`config.mk`:
```
export PLATFORM = sky130hd
export DESIGN_NAME = cmos_rgb565_capture_flat
export DESIGN_NICKNAME = d
export VERILOG_FILES = /design/src/rtl/cmos_rgb565_capture_if.sv /design/src/rtl/cmos_rgb565_capture.sv /design/src/flat_wrapper.sv
export SDC_FILE = /design/constraint.sdc
export NUM_CORES = 1
export LEC_CHECK = 0
export ABC_AREA = 1
export BUFFER_PORTS_ARGS = -buffer_cell sky130_fd_sc_hd__buf_2
export CELL_PAD_IN_SITES_DETAIL_PLACEMENT = 0
export CELL_PAD_IN_SITES_GLOBAL_PLACEMENT = 1
export CORE_MARGIN = 5
export CORE_UTILIZATION = 49
export DETAILED_ROUTE_END_ITERATION = 8
export PLACE_DENSITY = 0.81
export REMOVE_ABC_BUFFERS = 1
export SLEW_MARGIN = 10
export SYNTH_ARGS = -nofsm -noshare
export SYNTH_HDL_FRONTEND = slang
export SYNTH_SLANG_ARGS = --single-unit
```
`constraint.sdc`:
```
create_clock -name I_pclk -period 11.7 [get_ports I_pclk]
set_clock_uncertainty 0.15 [all_clocks]
set_input_delay 1.17 -clock I_pclk [delete_from_list [all_inputs] [get_ports I_pclk]]
set_output_delay 1.17 -clock I_pclk [all_outputs]
set_load 0.1 [all_outputs]
```
`src/rtl/cmos_rgb565_capture_if.sv`:
```
// Sensor DVP input bus and packed RGB565 pixel stream of the OV5640 capture stage.
// O_pix_valid is a one-cycle strobe with no ready: the consumer must accept every strobe, at most one per two I_pclk cycles.
interface cmos_rgb565_capture_if;
  logic        I_vsync;
  logic        I_href;
  logic [7:0]  I_data;
  logic        O_pix_valid;
  logic [15:0] O_pix_data;
  logic        O_sof;
  logic        O_eol;
  logic [11:0] O_x;
  logic [11:0] O_y;
  logic        O_frame_done;
  logic        O_frame_err;
  logic [7:0]  O_frame_cnt;

  modport master (
    input  I_vsync, I_href, I_data,
    output O_pix_valid, O_pix_data, O_sof, O_eol, O_x, O_y,
    output O_frame_done, O_frame_err, O_frame_cnt
  );

  modport slave (
    output I_vsync, I_href, I_data,
    input  O_pix_valid, O_pix_data, O_sof, O_eol, O_x, O_y,
    input  O_frame_done, O_frame_err, O_frame_cnt
  );
endinterface

```
`src/rtl/cmos_rgb565_capture.sv`:
```
// Packs OV5640 DVP byte pairs into RGB565 pixels, skips settling frames after reset,
// tracks x/y position and flags malformed frames.
module cmos_rgb565_capture #(
  parameter int H_RES      = 1280,
  parameter int V_RES      = 720,
  parameter int FRAME_SKIP = 10
) (
  input  logic                         I_pclk,
  input  logic                         I_rst,
  cmos_rgb565_capture_if.master        cam,
  output logic [1:0]                   dbg_state
);

  typedef enum logic [1:0] {ST_SKIP = 2'd0, ST_WAIT = 2'd1, ST_ACTIVE = 2'd2} state_t;

  localparam state_t      ST_RESET  = (FRAME_SKIP == 0) ? ST_WAIT : ST_SKIP;
  localparam logic [7:0]  SKIP_LAST = (FRAME_SKIP == 0) ? 8'd0 : 8'(FRAME_SKIP - 1);
  localparam logic [11:0] X_LAST    = 12'(H_RES - 1);
  localparam logic [11:0] X_FULL    = 12'(H_RES);
  localparam logic [11:0] Y_FULL    = 12'(V_RES);
  localparam logic [11:0] CNT_MAX   = 12'hFFF;

  logic        vs_s1, href_s1, vs_d, href_d;
  logic [7:0]  data_s1, hi_byte, skip_cnt, frame_cnt;
  logic [11:0] x_cnt, y_cnt, p_x, p_y;
  logic [15:0] p_data;
  logic        phase, line_seen, err_acc;
  logic        p_valid, p_sof, p_eol, p_done, p_err;
  state_t      state;

  logic vs_rise, href_fall, line_err, frame_err_now, emit;

  assign vs_rise       = vs_s1 & ~vs_d;
  assign href_fall     = href_d & ~href_s1;
  assign line_err      = href_fall & ((x_cnt != X_FULL) | phase);
  assign frame_err_now = vs_rise & ((y_cnt != Y_FULL) | href_s1);
  assign emit          = href_s1 & phase & (state == ST_ACTIVE) & ~vs_rise;
  assign dbg_state     = state;

  always_ff @(posedge I_pclk or posedge I_rst) begin
    if (I_rst) begin
      vs_s1   <= 1'b0;
      href_s1 <= 1'b0;
      data_s1 <= 8'd0;
      vs_d    <= 1'b0;
      href_d  <= 1'b0;
    end else begin
      vs_s1   <= cam.I_vsync;
      href_s1 <= cam.I_href;
      data_s1 <= cam.I_data;
      vs_d    <= vs_s1;
      href_d  <= href_s1;
    end
  end

  always_ff @(posedge I_pclk or posedge I_rst) begin
    if (I_rst) begin
      state     <= ST_RESET;
      skip_cnt  <= 8'd0;
      frame_cnt <= 8'd0;
      x_cnt     <= 12'd0;
      y_cnt     <= 12'd0;
      phase     <= 1'b0;
      line_seen <= 1'b0;
      err_acc   <= 1'b0;
      hi_byte   <= 8'd0;
      p_valid   <= 1'b0;
      p_data    <= 16'd0;
      p_sof     <= 1'b0;
      p_eol     <= 1'b0;
      p_x       <= 12'd0;
      p_y       <= 12'd0;
      p_done    <= 1'b0;
      p_err     <= 1'b0;
    end else begin
      p_valid <= 1'b0;
      p_sof   <= 1'b0;
      p_eol   <= 1'b0;
      p_done  <= 1'b0;
      p_err   <= 1'b0;

      // A vsync rise drops any half-collected pixel, so the phase restarts.
      phase <= (href_s1 && !vs_rise) ? ~phase : 1'b0;
      if (href_s1 && !phase) hi_byte <= data_s1;

      if (emit) begin
        p_valid <= 1'b1;
        p_data  <= {hi_byte, data_s1};
        p_x     <= x_cnt;
        p_y     <= y_cnt;
        p_sof   <= (x_cnt == 12'd0) && (y_cnt == 12'd0);
        p_eol   <= (x_cnt == X_LAST);
        x_cnt   <= (x_cnt != CNT_MAX) ? x_cnt + 12'd1 : x_cnt;
      end

      if (vs_rise) begin
        x_cnt     <= 12'd0;
        y_cnt     <= 12'd0;
        line_seen <= 1'b0;
        err_acc   <= 1'b0;
        case (state)
          ST_SKIP: begin
            if (skip_cnt == SKIP_LAST) state <= ST_WAIT;
            else                       skip_cnt <= skip_cnt + 8'd1;
          end
          ST_WAIT: state <= ST_ACTIVE;
          default: begin
            p_done    <= 1'b1;
            p_err     <= err_acc | line_err | frame_err_now;
            frame_cnt <= frame_cnt + 8'd1;
          end
        endcase
      end else begin
        err_acc <= err_acc | line_err;
        if (href_fall) begin
          x_cnt     <= 12'd0;
          line_seen <= 1'b0;
          if (line_seen && y_cnt != CNT_MAX) y_cnt <= y_cnt + 12'd1;
        end else if (href_s1) begin
          line_seen <= 1'b1;
        end
      end
    end
  end

  // Final output register: gives the two-cycle latency from the s1 sample to the outputs.
  always_ff @(posedge I_pclk or posedge I_rst) begin
    if (I_rst) begin
      cam.O_pix_valid  <= 1'b0;
      cam.O_pix_data   <= 16'd0;
      cam.O_sof        <= 1'b0;
      cam.O_eol        <= 1'b0;
      cam.O_x          <= 12'd0;
      cam.O_y          <= 12'd0;
      cam.O_frame_done <= 1'b0;
      cam.O_frame_err  <= 1'b0;
      cam.O_frame_cnt  <= 8'd0;
    end else begin
      cam.O_pix_valid  <= p_valid;
      cam.O_pix_data   <= p_data;
      cam.O_sof        <= p_sof;
      cam.O_eol        <= p_eol;
      cam.O_x          <= p_x;
      cam.O_y          <= p_y;
      cam.O_frame_done <= p_done;
      cam.O_frame_err  <= p_err;
      cam.O_frame_cnt  <= frame_cnt;
    end
  end

endmodule
```
`src/flat_wrapper.sv`:
```
// flat-port wrapper written by rule: the top's interface ports become plain ports
module cmos_rgb565_capture_flat 
#(
  parameter int H_RES      = 1280,
  parameter int V_RES      = 720,
  parameter int FRAME_SKIP = 10
)
  (I_pclk, I_rst, dbg_state, cam_I_vsync, cam_I_href, cam_I_data, cam_O_pix_valid, cam_O_pix_data, cam_O_sof, cam_O_eol, cam_O_x, cam_O_y, cam_O_frame_done, cam_O_frame_err, cam_O_frame_cnt);
  cmos_rgb565_capture_if cam_i ();
  input  logic I_pclk;
  input  logic I_rst;
  output logic [1:0] dbg_state;
  input wire logic [$bits(cam_i.I_vsync)-1:0] cam_I_vsync;
  input wire logic [$bits(cam_i.I_href)-1:0] cam_I_href;
  input wire logic [$bits(cam_i.I_data)-1:0] cam_I_data;
  output wire logic [$bits(cam_i.O_pix_valid)-1:0] cam_O_pix_valid;
  output wire logic [$bits(cam_i.O_pix_data)-1:0] cam_O_pix_data;
  output wire logic [$bits(cam_i.O_sof)-1:0] cam_O_sof;
  output wire logic [$bits(cam_i.O_eol)-1:0] cam_O_eol;
  output wire logic [$bits(cam_i.O_x)-1:0] cam_O_x;
  output wire logic [$bits(cam_i.O_y)-1:0] cam_O_y;
  output wire logic [$bits(cam_i.O_frame_done)-1:0] cam_O_frame_done;
  output wire logic [$bits(cam_i.O_frame_err)-1:0] cam_O_frame_err;
  output wire logic [$bits(cam_i.O_frame_cnt)-1:0] cam_O_frame_cnt;
  assign cam_i.I_vsync = cam_I_vsync;
  assign cam_i.I_href = cam_I_href;
  assign cam_i.I_data = cam_I_data;
  assign cam_O_pix_valid = cam_i.O_pix_valid;
  assign cam_O_pix_data = cam_i.O_pix_data;
  assign cam_O_sof = cam_i.O_sof;
  assign cam_O_eol = cam_i.O_eol;
  assign cam_O_x = cam_i.O_x;
  assign cam_O_y = cam_i.O_y;
  assign cam_O_frame_done = cam_i.O_frame_done;
  assign cam_O_frame_err = cam_i.O_frame_err;
  assign cam_O_frame_cnt = cam_i.O_frame_cnt;
  cmos_rgb565_capture #(.H_RES(H_RES), .V_RES(V_RES), .FRAME_SKIP(FRAME_SKIP)) u_core (.I_pclk(I_pclk), .I_rst(I_rst), .cam(cam_i), .dbg_state(dbg_state));
endmodule
```
==> impl_metrics.csv <==
group,metric,value,unit
finish,final_core_util,0.588,
yosys,synth.distinct_cells,29,
critical_path,r2r-end,"u_core.p_x[4]$_DFFE_PP0P_",
timing,finalSetupViolCount,0,
floorplanning,initial_core_util,0.501,
finish,n_fill_cell,1114,
floorplanning,dieArea,15300,sq um
critical_path,timing.critical_path.buf_inv,1,
cts,h-tree-depth,4,
placed_design,dpl_cell_area,6800,sq um
cts,cts_resized,0,
floorplanning,core-area,12600,sq um
finish,regArea,4080,sq um
global_route,antenna_found_initial,0,
drt,wl,12000,um
timing,fin_crit_sh,0.232,
yosys,synth-edff-count,0,
drt,drcViolationCount,0,
finish,multi_input_area,1900,sq um
cts,cts_inserted_buffers,17,
global_route,grt-ovfl-total,0,
drt,wl_per_cell,13.3,um
power,powerDensity,203,nW/um^2
critical_path,path_max_fanout,4,
yosys,syn_inst,644,
drt,ant_nets,0,
critical_path,path_class,"flip-flop to output pin",
cts,cts_tree,"built",
hold_path,whs_endpoint,"u_core.cam.O_frame_done$_DFF_PP0_",
cts,clkSlewWorstSetupHoldPaths,0.06,ns
global_route,grt_pass1_vias,4204,
yosys,synth-async-reset-ratio,1.00,
hold_path,min_path_cells,0,
timing,max_freq,0.369,GHz
cts,root_buffer,"clkbuf_16",
finish,diodes,0,
critical_path,slowest_stage,"dfrtp_1",
hold_path,min_path_type,"flip-flop to flip-flop",
yosys,ys_ff_latch,163,
cts,clockBufferDepth,2,
global_route,grt_first_pass_wirelength,20300,um
critical_path,cp_cell_sequence,"buf_2",
drt,via_count,4325,
critical_path,path_depth,1,
run_status,status,"finished clean",
hold_path,worstHoldStart,"u_core.p_done$_DFF_PP0_",
drt,drtPass1Iterations,4,
power,vdd_ir_drop_max,0.000112,V
floorplanning,die_w,124,um
timing,hold_viol,0,
critical_path,critPathCaptureType,"output pin",
global_route,grt_max_degree,105,
critical_path,required,10.38,ns
cts,cts_sinks,163,
critical_path,slowest_delay,0.49,ns
critical_path,r2r_slack,9.25,ns
placed_design,gp_congestion,0.869,
critical_path,reg2reg_depth,6,
drt,viasPerCell,4.80,
global_route,grt_use_total,0.172,
timing,relSlewSlack,0.351,
power,p_leak,0.00390,uW
yosys,avgSynthCellArea,9.81,sq um
critical_path,r2r-start,"u_core.vs_s1$_DFF_PP0_",
timing,tns,0,ns
yosys,yosysWarnings,0,
finish,nets,735,
floorplanning,dieHeight,124,um
finish,drive_gt1_frac,0.165,
floorplanning,num_rows,41,
yosys,synth_ff_type,"dfrtp_1",
critical_path,crit_path_start_kind,"flip-flop",
flow_run,drv_cap,0,
timing,rsz0062_at_grt,"no",
placed_design,io_buffers,66,
timing,worst_slew_pin_slew,0.972,ns
cts,post_cts_buffers,0,
finish,design_area,7420,sq um
yosys,yosysSeqAreaShare,0.645,
critical_path,cp.arrival,1.39,ns
floorplanning,io_pins,67,
cts,cts_hold_buf,0,
finish,area_growth,17.5,%
timing,period_needed,2.71,ns
drt,drtIter0Drc,347,
cts,clk_latency,0.42,ns
timing,slew_violations,0,
critical_path,crit_family,"flip-flops",
placed_design,dp_hpwl,8100,um
yosys,netlist_area,6320,sq um
## synthesized netlist by cell type, types with 4 or more instances
cell | n | share of area
nand2_1 | 189 | 0.11
dfrtp_1 | 163 | 0.65
inv_1 | 64 | 0.038
nor2_1 | 60 | 0.036
o21ai_0 | 40 | 0.032
nand3_1 | 31 | 0.025
nand4_1 | 16 | 0.016
xor2_1 | 11 | 0.015
ha_1 | 7 | 0.014
a21oi_1 | 6 | 0.0048
clkbuf_1 | 6 | 0.0036
o21ai_1 | 6 | 0.0048
xnor2_1 | 6 | 0.0083
inv_2 | 5 | 0.0030
nand2_2 | 4 | 0.0040
nor2_4 | 4 | 0.0071
nor3_1 | 4 | 0.0032
## area by class of cell
| cell class | count | share of cell area |
|---|---|---|
| clock buffer | 22 | 0.0639 |
| clock inverter | 10 | 0.0207 |
| inverter | 69 | 0.0356 |
| multi-input combinational | 398 | 0.256 |
| sequential | 163 | 0.549 |
| tap | 172 | 0.0290 |
| timing repair buffer | 67 | 0.0455 |
## metal layers
layer	up-vias	wire length (um)	GRT usage
li1	2152	-	-
met1	2057	5700	0.237
met2	97	5440	0.256
met3	19	584	0.0476
met4	0	229	0.0740
met5	-	0	0
## kinds of logic after synthesis
family,after synthesis,share of synthesized area
xor+xnor,17,0.0236
buf+inv,83,0.0540
fa+ha+maj,7,0.0139
simple gates,319,0.218
flops,163,0.645
compound gates,55,0.0453
## state kept, by name (all words and copies together) (netlist names), 8 cells and up
name	flops
u_core.cam.O_frame_cnt	8
u_core.cam.O_pix_data	16
u_core.cam.O_x	12
u_core.cam.O_y	12
u_core.data_s1	8
u_core.frame_cnt	8
u_core.hi_byte	8
u_core.p_data	16
u_core.p_x	12
u_core.p_y	12
u_core.skip_cnt	8
u_core.x_cnt	12
u_core.y_cnt	12
## worst register-to-register path: cells and delay by family (launching register included)
kind | cells | cell delay, ns
flops | 1 | 0.39
buf+inv | 1 | 0.56
compound gates | 1 | 0.10
simple gates | 4 | 1.09
## power breakdown
group / total [uW] / internal [uW] / switching, uW
combinational: 265 / 46.5 / 219
sequential: 659 / 620 / 38.6
clock: 581 / 373 / 209
total: 1510 / 1040 / 466
## cell usage in the layout (no fill, tap or decap), drive strengths merged, types with 4 or more instances in the layout
master and instances:
xor2 11, inv 69, clkinv 6, xnor2 6
nor3 4, a21oi 6, nand2 195, clkbuf 22
nand3 33, ha 7, bufinv 4, o21ai 46
nor2 67, nand4 16, dfrtp 163, buf 67
## how the worst max path moves through the flow
stage                                   endpoint                             from
floorplan             u_core.cam.O_eol$_DFF_PP0_                            I_rst
detailed placement   u_core.data_s1[5]$_DFF_PP0_                            I_rst
CTS                                 dbg_state[1]  u_core.dbg_state[1]$_DFFE_PP0P_
finish                              dbg_state[1]  u_core.dbg_state[1]$_DFFE_PP0P_
global route        u_core.p_data[7]$_DFFE_PP0P_           u_core.vs_s1$_DFF_PP0_
global placement     u_core.data_s1[5]$_DFF_PP0_                            I_rst
## through the flow
| stage | power [uW] | std cells | hold slack (ns) | setup slack, ns |
|---|---|---|---|---|
| after global placement | 930 | 869 | 0.184 | 8.83 |
| after detailed placement | 937 | 869 | 0.187 | 8.77 |
| after global routing | 1570 | 901 | 0.211 | 8.93 |
| after floorplan | 882 | 630 | 0.181 | 5.98 |
| after CTS | 1520 | 901 | 0.200 | 8.97 |
| final | 1510 | 901 | 0.197 | 8.99 |
(Power assumes the default switching activity.)
